File: src/rtl/mem_burst_ctrl_if.sv
// Command, write-stream, read-stream and memory-request signals of mem_burst_ctrl.
// master = the burst controller, slave = its environment (memory, producer, consumer).
interface mem_burst_ctrl_if #(
    parameter int WIDTH      = 8,
    parameter int DEPTH      = 16,
    parameter int ADDR_WIDTH = $clog2(DEPTH)
);
    logic                  cmd_valid;
    logic                  cmd_ready;
    logic                  cmd_wr;
    logic [ADDR_WIDTH-1:0] cmd_addr;
    logic [ADDR_WIDTH:0]   cmd_len;

    logic                  wd_valid;
    logic                  wd_ready;
    logic [WIDTH-1:0]      wd_data;

    logic                  rd_valid;
    logic                  rd_ready;
    logic [WIDTH-1:0]      rd_data;

    logic                  done;
    logic                  err;

    logic                  mem_valid;
    logic                  mem_wr_rd;
    logic [ADDR_WIDTH-1:0] mem_addr;
    logic [WIDTH-1:0]      mem_wdata;
    logic [WIDTH-1:0]      mem_rdata;
    logic                  mem_ready;

    modport master (
        input  cmd_valid, cmd_wr, cmd_addr, cmd_len,
        input  wd_valid, wd_data,
        input  rd_ready,
        input  mem_rdata, mem_ready,
        output cmd_ready, wd_ready, rd_valid, rd_data, done, err,
        output mem_valid, mem_wr_rd, mem_addr, mem_wdata
    );

    modport slave (
        output cmd_valid, cmd_wr, cmd_addr, cmd_len,
        output wd_valid, wd_data,
        output rd_ready,
        output mem_rdata, mem_ready,
        input  cmd_ready, wd_ready, rd_valid, rd_data, done, err,
        input  mem_valid, mem_wr_rd, mem_addr, mem_wdata
    );
endinterface

File: src/rtl/mem_burst_ctrl.sv
// Burst master: turns one (addr, len, dir) command into single-word memory handshakes.
// Define MEM_BURST_WRAP_EN to let bursts wrap past DEPTH-1 instead of rejecting them.
module mem_burst_ctrl #(
    parameter int WIDTH      = 8,
    parameter int DEPTH      = 16,
    parameter int ADDR_WIDTH = $clog2(DEPTH)
) (
    input logic              clk,
    input logic              rst,
    mem_burst_ctrl_if.master bus
);

    typedef enum logic [2:0] {
        S_IDLE,
        S_CHECK,
        S_WR_DATA,
        S_WR_MEM,
        S_RD_MEM,
        S_RD_OUT,
        S_DONE
    } state_e;

    localparam logic [ADDR_WIDTH-1:0] ADDR_ONE = ADDR_WIDTH'(1);
    localparam logic [ADDR_WIDTH:0]   LEN_ONE  = (ADDR_WIDTH+1)'(1);

    state_e                state_q, state_d;
    logic                  wr_q, wr_d;
    logic [ADDR_WIDTH-1:0] addr_q, addr_d;
    logic [ADDR_WIDTH:0]   rem_q, rem_d;
    logic [WIDTH-1:0]      wdata_q, wdata_d;
    logic [WIDTH-1:0]      rdata_q, rdata_d;
    logic                  err_q, err_d;

    logic                  accept;
    logic                  reject;
    logic                  last_word;
    logic [ADDR_WIDTH-1:0] addr_inc;

`ifdef MEM_BURST_WRAP_EN
    localparam logic [ADDR_WIDTH-1:0] LAST_ADDR = ADDR_WIDTH'(DEPTH - 1);

    assign reject   = (rem_q == '0);
    assign addr_inc = (addr_q == LAST_ADDR) ? '0 : addr_q + ADDR_ONE;
`else
    localparam logic [ADDR_WIDTH+1:0] DEPTH_X = (ADDR_WIDTH+2)'(DEPTH);

    logic [ADDR_WIDTH+1:0] end_sum;

    // Two guard bits so addr+len never truncates before the bound compare.
    assign end_sum  = {2'b00, addr_q} + {1'b0, rem_q};
    assign reject   = (rem_q == '0) || (end_sum > DEPTH_X);
    assign addr_inc = addr_q + ADDR_ONE;
`endif

    // The err cycle sits in IDLE but must not accept a new command.
    assign accept    = (state_q == S_IDLE) && !err_q && bus.cmd_valid;
    assign last_word = (rem_q == LEN_ONE);

    always_ff @(posedge clk or posedge rst) begin
        if (rst) begin
            state_q <= S_IDLE;
            wr_q    <= 1'b0;
            addr_q  <= '0;
            rem_q   <= '0;
            wdata_q <= '0;
            rdata_q <= '0;
            err_q   <= 1'b0;
        end else begin
            state_q <= state_d;
            wr_q    <= wr_d;
            addr_q  <= addr_d;
            rem_q   <= rem_d;
            wdata_q <= wdata_d;
            rdata_q <= rdata_d;
            err_q   <= err_d;
        end
    end

    always_comb begin
        state_d = state_q;
        wr_d    = wr_q;
        addr_d  = addr_q;
        rem_d   = rem_q;
        wdata_d = wdata_q;
        rdata_d = rdata_q;
        err_d   = 1'b0;
        unique case (state_q)
            S_IDLE: begin
                if (accept) begin
                    wr_d    = bus.cmd_wr;
                    addr_d  = bus.cmd_addr;
                    rem_d   = bus.cmd_len;
                    state_d = S_CHECK;
                end
            end
            S_CHECK: begin
                if (reject) begin
                    err_d   = 1'b1;
                    state_d = S_IDLE;
                end else begin
                    state_d = wr_q ? S_WR_DATA : S_RD_MEM;
                end
            end
            S_WR_DATA: begin
                if (bus.wd_valid) begin
                    wdata_d = bus.wd_data;
                    state_d = S_WR_MEM;
                end
            end
            S_WR_MEM: begin
                if (bus.mem_ready) begin
                    addr_d  = addr_inc;
                    rem_d   = rem_q - LEN_ONE;
                    state_d = last_word ? S_DONE : S_WR_DATA;
                end
            end
            S_RD_MEM: begin
                if (bus.mem_ready) begin
                    rdata_d = bus.mem_rdata;
                    state_d = S_RD_OUT;
                end
            end
            S_RD_OUT: begin
                if (bus.rd_ready) begin
                    addr_d  = addr_inc;
                    rem_d   = rem_q - LEN_ONE;
                    state_d = last_word ? S_DONE : S_RD_MEM;
                end
            end
            S_DONE: begin
                state_d = S_IDLE;
            end
            default: begin
                state_d = S_IDLE;
            end
        endcase
    end

    always_comb begin
        bus.cmd_ready = 1'b0;
        bus.wd_ready  = 1'b0;
        bus.rd_valid  = 1'b0;
        bus.done      = 1'b0;
        bus.mem_valid = 1'b0;
        bus.mem_wr_rd = 1'b0;
        bus.err       = err_q;
        bus.rd_data   = rdata_q;
        bus.mem_addr  = addr_q;
        bus.mem_wdata = wdata_q;
        unique case (state_q)
            S_IDLE:    bus.cmd_ready = !err_q;
            S_WR_DATA: bus.wd_ready  = 1'b1;
            S_WR_MEM: begin
                bus.mem_valid = 1'b1;
                bus.mem_wr_rd = 1'b1;
            end
            S_RD_MEM:  bus.mem_valid = 1'b1;
            S_RD_OUT:  bus.rd_valid  = 1'b1;
            S_DONE:    bus.done      = 1'b1;
            default: begin
                bus.cmd_ready = 1'b0;
            end
        endcase
    end

endmodule

File: src/flat_wrapper.sv
// flat-port wrapper written by rule: the top's interface ports become plain ports
module mem_burst_ctrl_flat 
#(
    parameter int WIDTH      = 8,
    parameter int DEPTH      = 16,
    parameter int ADDR_WIDTH = $clog2(DEPTH)
)
  (clk, rst, bus_cmd_valid, bus_cmd_wr, bus_cmd_addr, bus_cmd_len, bus_wd_valid, bus_wd_data, bus_rd_ready, bus_mem_rdata, bus_mem_ready, bus_cmd_ready, bus_wd_ready, bus_rd_valid, bus_rd_data, bus_done, bus_err, bus_mem_valid, bus_mem_wr_rd, bus_mem_addr, bus_mem_wdata);
  mem_burst_ctrl_if #(.WIDTH(WIDTH), .DEPTH(DEPTH), .ADDR_WIDTH(ADDR_WIDTH)) bus_i ();
  input logic clk;
  input logic rst;
  input wire logic [$bits(bus_i.cmd_valid)-1:0] bus_cmd_valid;
  input wire logic [$bits(bus_i.cmd_wr)-1:0] bus_cmd_wr;
  input wire logic [$bits(bus_i.cmd_addr)-1:0] bus_cmd_addr;
  input wire logic [$bits(bus_i.cmd_len)-1:0] bus_cmd_len;
  input wire logic [$bits(bus_i.wd_valid)-1:0] bus_wd_valid;
  input wire logic [$bits(bus_i.wd_data)-1:0] bus_wd_data;
  input wire logic [$bits(bus_i.rd_ready)-1:0] bus_rd_ready;
  input wire logic [$bits(bus_i.mem_rdata)-1:0] bus_mem_rdata;
  input wire logic [$bits(bus_i.mem_ready)-1:0] bus_mem_ready;
  output wire logic [$bits(bus_i.cmd_ready)-1:0] bus_cmd_ready;
  output wire logic [$bits(bus_i.wd_ready)-1:0] bus_wd_ready;
  output wire logic [$bits(bus_i.rd_valid)-1:0] bus_rd_valid;
  output wire logic [$bits(bus_i.rd_data)-1:0] bus_rd_data;
  output wire logic [$bits(bus_i.done)-1:0] bus_done;
  output wire logic [$bits(bus_i.err)-1:0] bus_err;
  output wire logic [$bits(bus_i.mem_valid)-1:0] bus_mem_valid;
  output wire logic [$bits(bus_i.mem_wr_rd)-1:0] bus_mem_wr_rd;
  output wire logic [$bits(bus_i.mem_addr)-1:0] bus_mem_addr;
  output wire logic [$bits(bus_i.mem_wdata)-1:0] bus_mem_wdata;
  assign bus_i.cmd_valid = bus_cmd_valid;
  assign bus_i.cmd_wr = bus_cmd_wr;
  assign bus_i.cmd_addr = bus_cmd_addr;
  assign bus_i.cmd_len = bus_cmd_len;
  assign bus_i.wd_valid = bus_wd_valid;
  assign bus_i.wd_data = bus_wd_data;
  assign bus_i.rd_ready = bus_rd_ready;
  assign bus_i.mem_rdata = bus_mem_rdata;
  assign bus_i.mem_ready = bus_mem_ready;
  assign bus_cmd_ready = bus_i.cmd_ready;
  assign bus_wd_ready = bus_i.wd_ready;
  assign bus_rd_valid = bus_i.rd_valid;
  assign bus_rd_data = bus_i.rd_data;
  assign bus_done = bus_i.done;
  assign bus_err = bus_i.err;
  assign bus_mem_valid = bus_i.mem_valid;
  assign bus_mem_wr_rd = bus_i.mem_wr_rd;
  assign bus_mem_addr = bus_i.mem_addr;
  assign bus_mem_wdata = bus_i.mem_wdata;
  mem_burst_ctrl #(.WIDTH(WIDTH), .DEPTH(DEPTH), .ADDR_WIDTH(ADDR_WIDTH)) u_core (.clk(clk), .rst(rst), .bus(bus_i));
endmodule
File: config.mk
export PLATFORM = sky130hd
export DESIGN_NAME = mem_burst_ctrl_flat
export DESIGN_NICKNAME = d
export VERILOG_FILES = /design/src/rtl/mem_burst_ctrl_if.sv /design/src/rtl/mem_burst_ctrl.sv /design/src/flat_wrapper.sv
export SDC_FILE = /design/constraint.sdc
export NUM_CORES = 1
export LEC_CHECK = 0
export ABC_AREA = 1
export ABC_CLOCK_PERIOD_IN_PS = 3050
export CAP_MARGIN = 20
export CORE_MARGIN = 5
export CORE_UTILIZATION = 40
export DETAILED_ROUTE_END_ITERATION = 8
export PLACE_DENSITY_LB_ADDON = 0.08
export SYNTH_ARGS = -nofsm -noshare
export SYNTH_HDL_FRONTEND = slang
export SYNTH_SLANG_ARGS = --single-unit
File: constraint.sdc
create_clock -name clk -period 3.05 [get_ports clk]
set_input_delay 0.61 -clock clk [delete_from_list [all_inputs] [get_ports clk]]
set_output_delay 0.61 -clock clk [all_outputs]
set_load 0.02 [all_outputs]
==> results.md <==
- WP data arrival: approximately 1.9 ns
- Root buf cell: clkbuf_8
- Final wirelength: approximately 4300 µm
- Cts hold-fix bufs: 0
- Max-slew violations: 0
- Crit-path slowest cell: clkdlybuf4s50_1
- Total CTS buffers: 5
- CP max FO: 7
- Syn-to-layout area delta: 38.8%
- Vias per Instance: 4.83
- Row cnt: 24
- CTS Buffer Depth: 2
- Fmax: 0.401 GHz
- Setup Fix Bufs, Post-CTS: 0
- Fin util: 57.7%
- Die Area: 6010 µm²
- Routing usage on met3: roughly 6.1%
- RSZ-0062 raised after global routing: false
- DP HPWL: roughly 3400 µm
- GR Util met2: around a quarter
- Setup tns final: 0 ns
- Antenna fix cells: 0
- Die height: ~78 µm
- Number of synthesized register bits: 30
- Clk_lat worst skew: approximately 0.28 ns
- Slowest stage delay, CP: 0.61 ns
- Post_cts resized: 0
- Clock Sinks: 30
- First-pass GRT wire length: 7310 µm
- PwrDens: about 1000 nW/µm²
- Worst vdd ir: 0.000511 V
- Status: completed
- Seq. cell area: 751 µm²
- CTS tree: built
- DRC: 0
- Setup crit end kind: primary output
- Total Power: 2.64 mW
- Die Wd: just under 80 µm
- Total gr overflow: 0
- Slew headroom: 68.2%
- Worst Hold Depth: 1
- Synth cell types: 32
- R2r worst-path depth: 10
- GRT busiest layer: met2
- CP Depth: 5
- Top Ports: ~60
- Iteration-0 DRC Markers: slightly below 80
- Wire per inst: 13.1 µm
- Area of the multi-input gates: 952 µm²
- Htree depth: 2
- Fill count: 392
- Grt met1 use: between 10% and 20%
- Largest net degree at the start of global routing: 31
- Final-report hold violation count: 0
- Core area: 4380 µm²
- Max-cap viol count: 0
- Syn Nets: 251
- Worst Path Buf+Inv: 3
- Vias in the first global route: around 1600
- Period utilization: 81.7%
- Final setup vio count: 0
- Asr flop ratio synth: 100%
- Starting Density: 41.6%
- Yosys Warn Count: 0
- PortBufs: between 50 and 60
- Worst setup SP type: register
- Vias after detailed routing: roughly 1600
- Max Clock Skew: 0.00644 ns
- Overall routing resource usage: 15.0%
- Antenna violations before repair: 0
- Hold Crit Class: register to register
- Min cycle time layout: 2.49 ns
- Final #Nets: around 310
- First-pass DRT Iterations: 4
- Clock slew at reported path FFs: 0.06 ns
- CP Cell Sequence: inv_2, nor2_2, nand2_4, inv_1, clkdlybuf4s50_1
- Crit-path leading delay family: buffers and inverters
- Leakage dissipation: 1.21 nW
- Post-Syn Area per Cell: 8.64 µm²
- Number of flops mapped to enable cells by yosys: 0
- Share of cells above drive strength 1: 15.3%
- Mapped Cells: approximately 210
- Detail Route Antenna Nets: 0
- Final GP Congestion: approximately 0.80
- Ys flop type: dfrtp_1
- Mapped cell area: 1820 µm²
- Sequential cell area fraction in the yosys report: between 40 and 50%
- Slew @ Worst Pin: 0.478 ns
- Setup Crit Path Kind: register to primary output
- CP required: 2.44 ns
==> Yosys cell counts, types with 2 or more instances <==
library cell / n / share of area [%]
inv_2: 3 / 0.62
or2_2: 2 / 0.69
dfrtp_1: 30 / 41
a21oi_2: 3 / 1.4
nor2_2: 3 / 1.0
inv_1: 18 / 3.7
nor4_1: 2 / 0.69
nand2_1: 60 / 12
a21oi_1: 5 / 1.4
nor2_1: 15 / 3.1
o21ai_2: 4 / 1.9
mux2_1: 8 / 4.9
o21ai_1: 5 / 1.4
nor3_1: 2 / 0.55
ha_1: 7 / 4.8
nand2_4: 4 / 2.5
mux2_2: 8 / 4.9
nand3_1: 16 / 4.4
o21ai_0: 3 / 0.82
==> layout make-up <==
cell class	instances	area share, %
multi-input cells	155	37.6
flip-flops and latches	30	29.7
repair buffers	59	23.2
inverters	23	3.81
clock buffers	5	2.72
well taps	52	2.57
clock inverters	2	0.395
==> per-stage QoR <==
stage,instances,area (µm²),setup WS [ns],hold slack (ns)
finish,326,2530,0.557,0.493
global route,326,2530,0.429,0.512
CTS,326,2530,0.546,0.495
detailed placement,319,2450,0.859,0.481
global placement,319,2450,0.898,0.472
floorplan,211,1820,1.07,0.507
==> layer usage <==
metal	vias to the layer above	wire length [µm]
met5	-	0
met4	0	62
met3	7	332
met2	39	2010
met1	717	1870
li1	813	-
==> cell usage in the layout (no fill, tap or decap), types with 4 or more instances in the layout <==
cell / Yosys / layout
a21oi_1: 5 / 5
clkbuf_8: 0 / 5
clkdlybuf4s50_1: 0 / 58
dfrtp_1: 30 / 30
ha_1: 7 / 7
inv_1: 18 / 18
mux2_1: 8 / 8
mux2_2: 8 / 8
nand2_1: 60 / 60
nand2_4: 4 / 4
nand3_1: 16 / 16
nor2_1: 15 / 15
o21ai_1: 5 / 5
o21ai_2: 4 / 4
==> logic make-up after synthesis <==
group | count (synthesis) | share of synthesized area, %
AO/OA/AOI/OAI | 22 | 7.96
XOR/XNOR | 1 | 0.481
adder cells (fa/ha/maj) | 8 | 5.90
buffers and inverters | 26 | 6.59
flip-flops | 30 | 41.2
multiplexers | 16 | 9.88
AND/OR/NAND/NOR | 108 | 28.0
==> power breakdown <==
group / internal (mW) / switching, mW / total [mW]
clock: 0.153 / 0.151 / 0.303
combinational: 0.693 / 0.859 / 1.55
sequential: 0.588 / 0.196 / 0.784
total: 1.43 / 1.21 / 2.64
==> registers in the layout, summed over array words and instances, names as in the netlist <==
signal and count:
u_core.rem_q 5, u_core.state_q 3, u_core.bus.mem_addr 4, u_core.wr_q 1
u_core.bus.err 1, u_core.bus.mem_wdata 8, u_core.bus.rd_data 8
==> path summary, 6_finish.rpt <==
kind	startpoint	end	slack [ns]
setup / recovery	u_core.state_q[2]$_DFFE_PP0P_	bus_rd_valid	0.56
hold / removal	u_core.bus.mem_wdata[6]$_DFFE_PP0P_	u_core.bus.mem_wdata[6]$_DFFE_PP0P_	0.49
setup reg to reg	u_core.bus.mem_addr[0]$_DFFE_PP0P_	u_core.state_q[2]$_DFFE_PP0P_	0.95
hold reg to reg	u_core.bus.mem_wdata[6]$_DFFE_PP0P_	u_core.bus.mem_wdata[6]$_DFFE_PP0P_	0.49
max in group asynchronous	rst	u_core.bus.mem_wdata[2]$_DFFE_PP0P_	2.06
min in group asynchronous	rst	u_core.bus.mem_wdata[5]$_DFFE_PP0P_	0.72
Power figures use the tool's default switching activity.
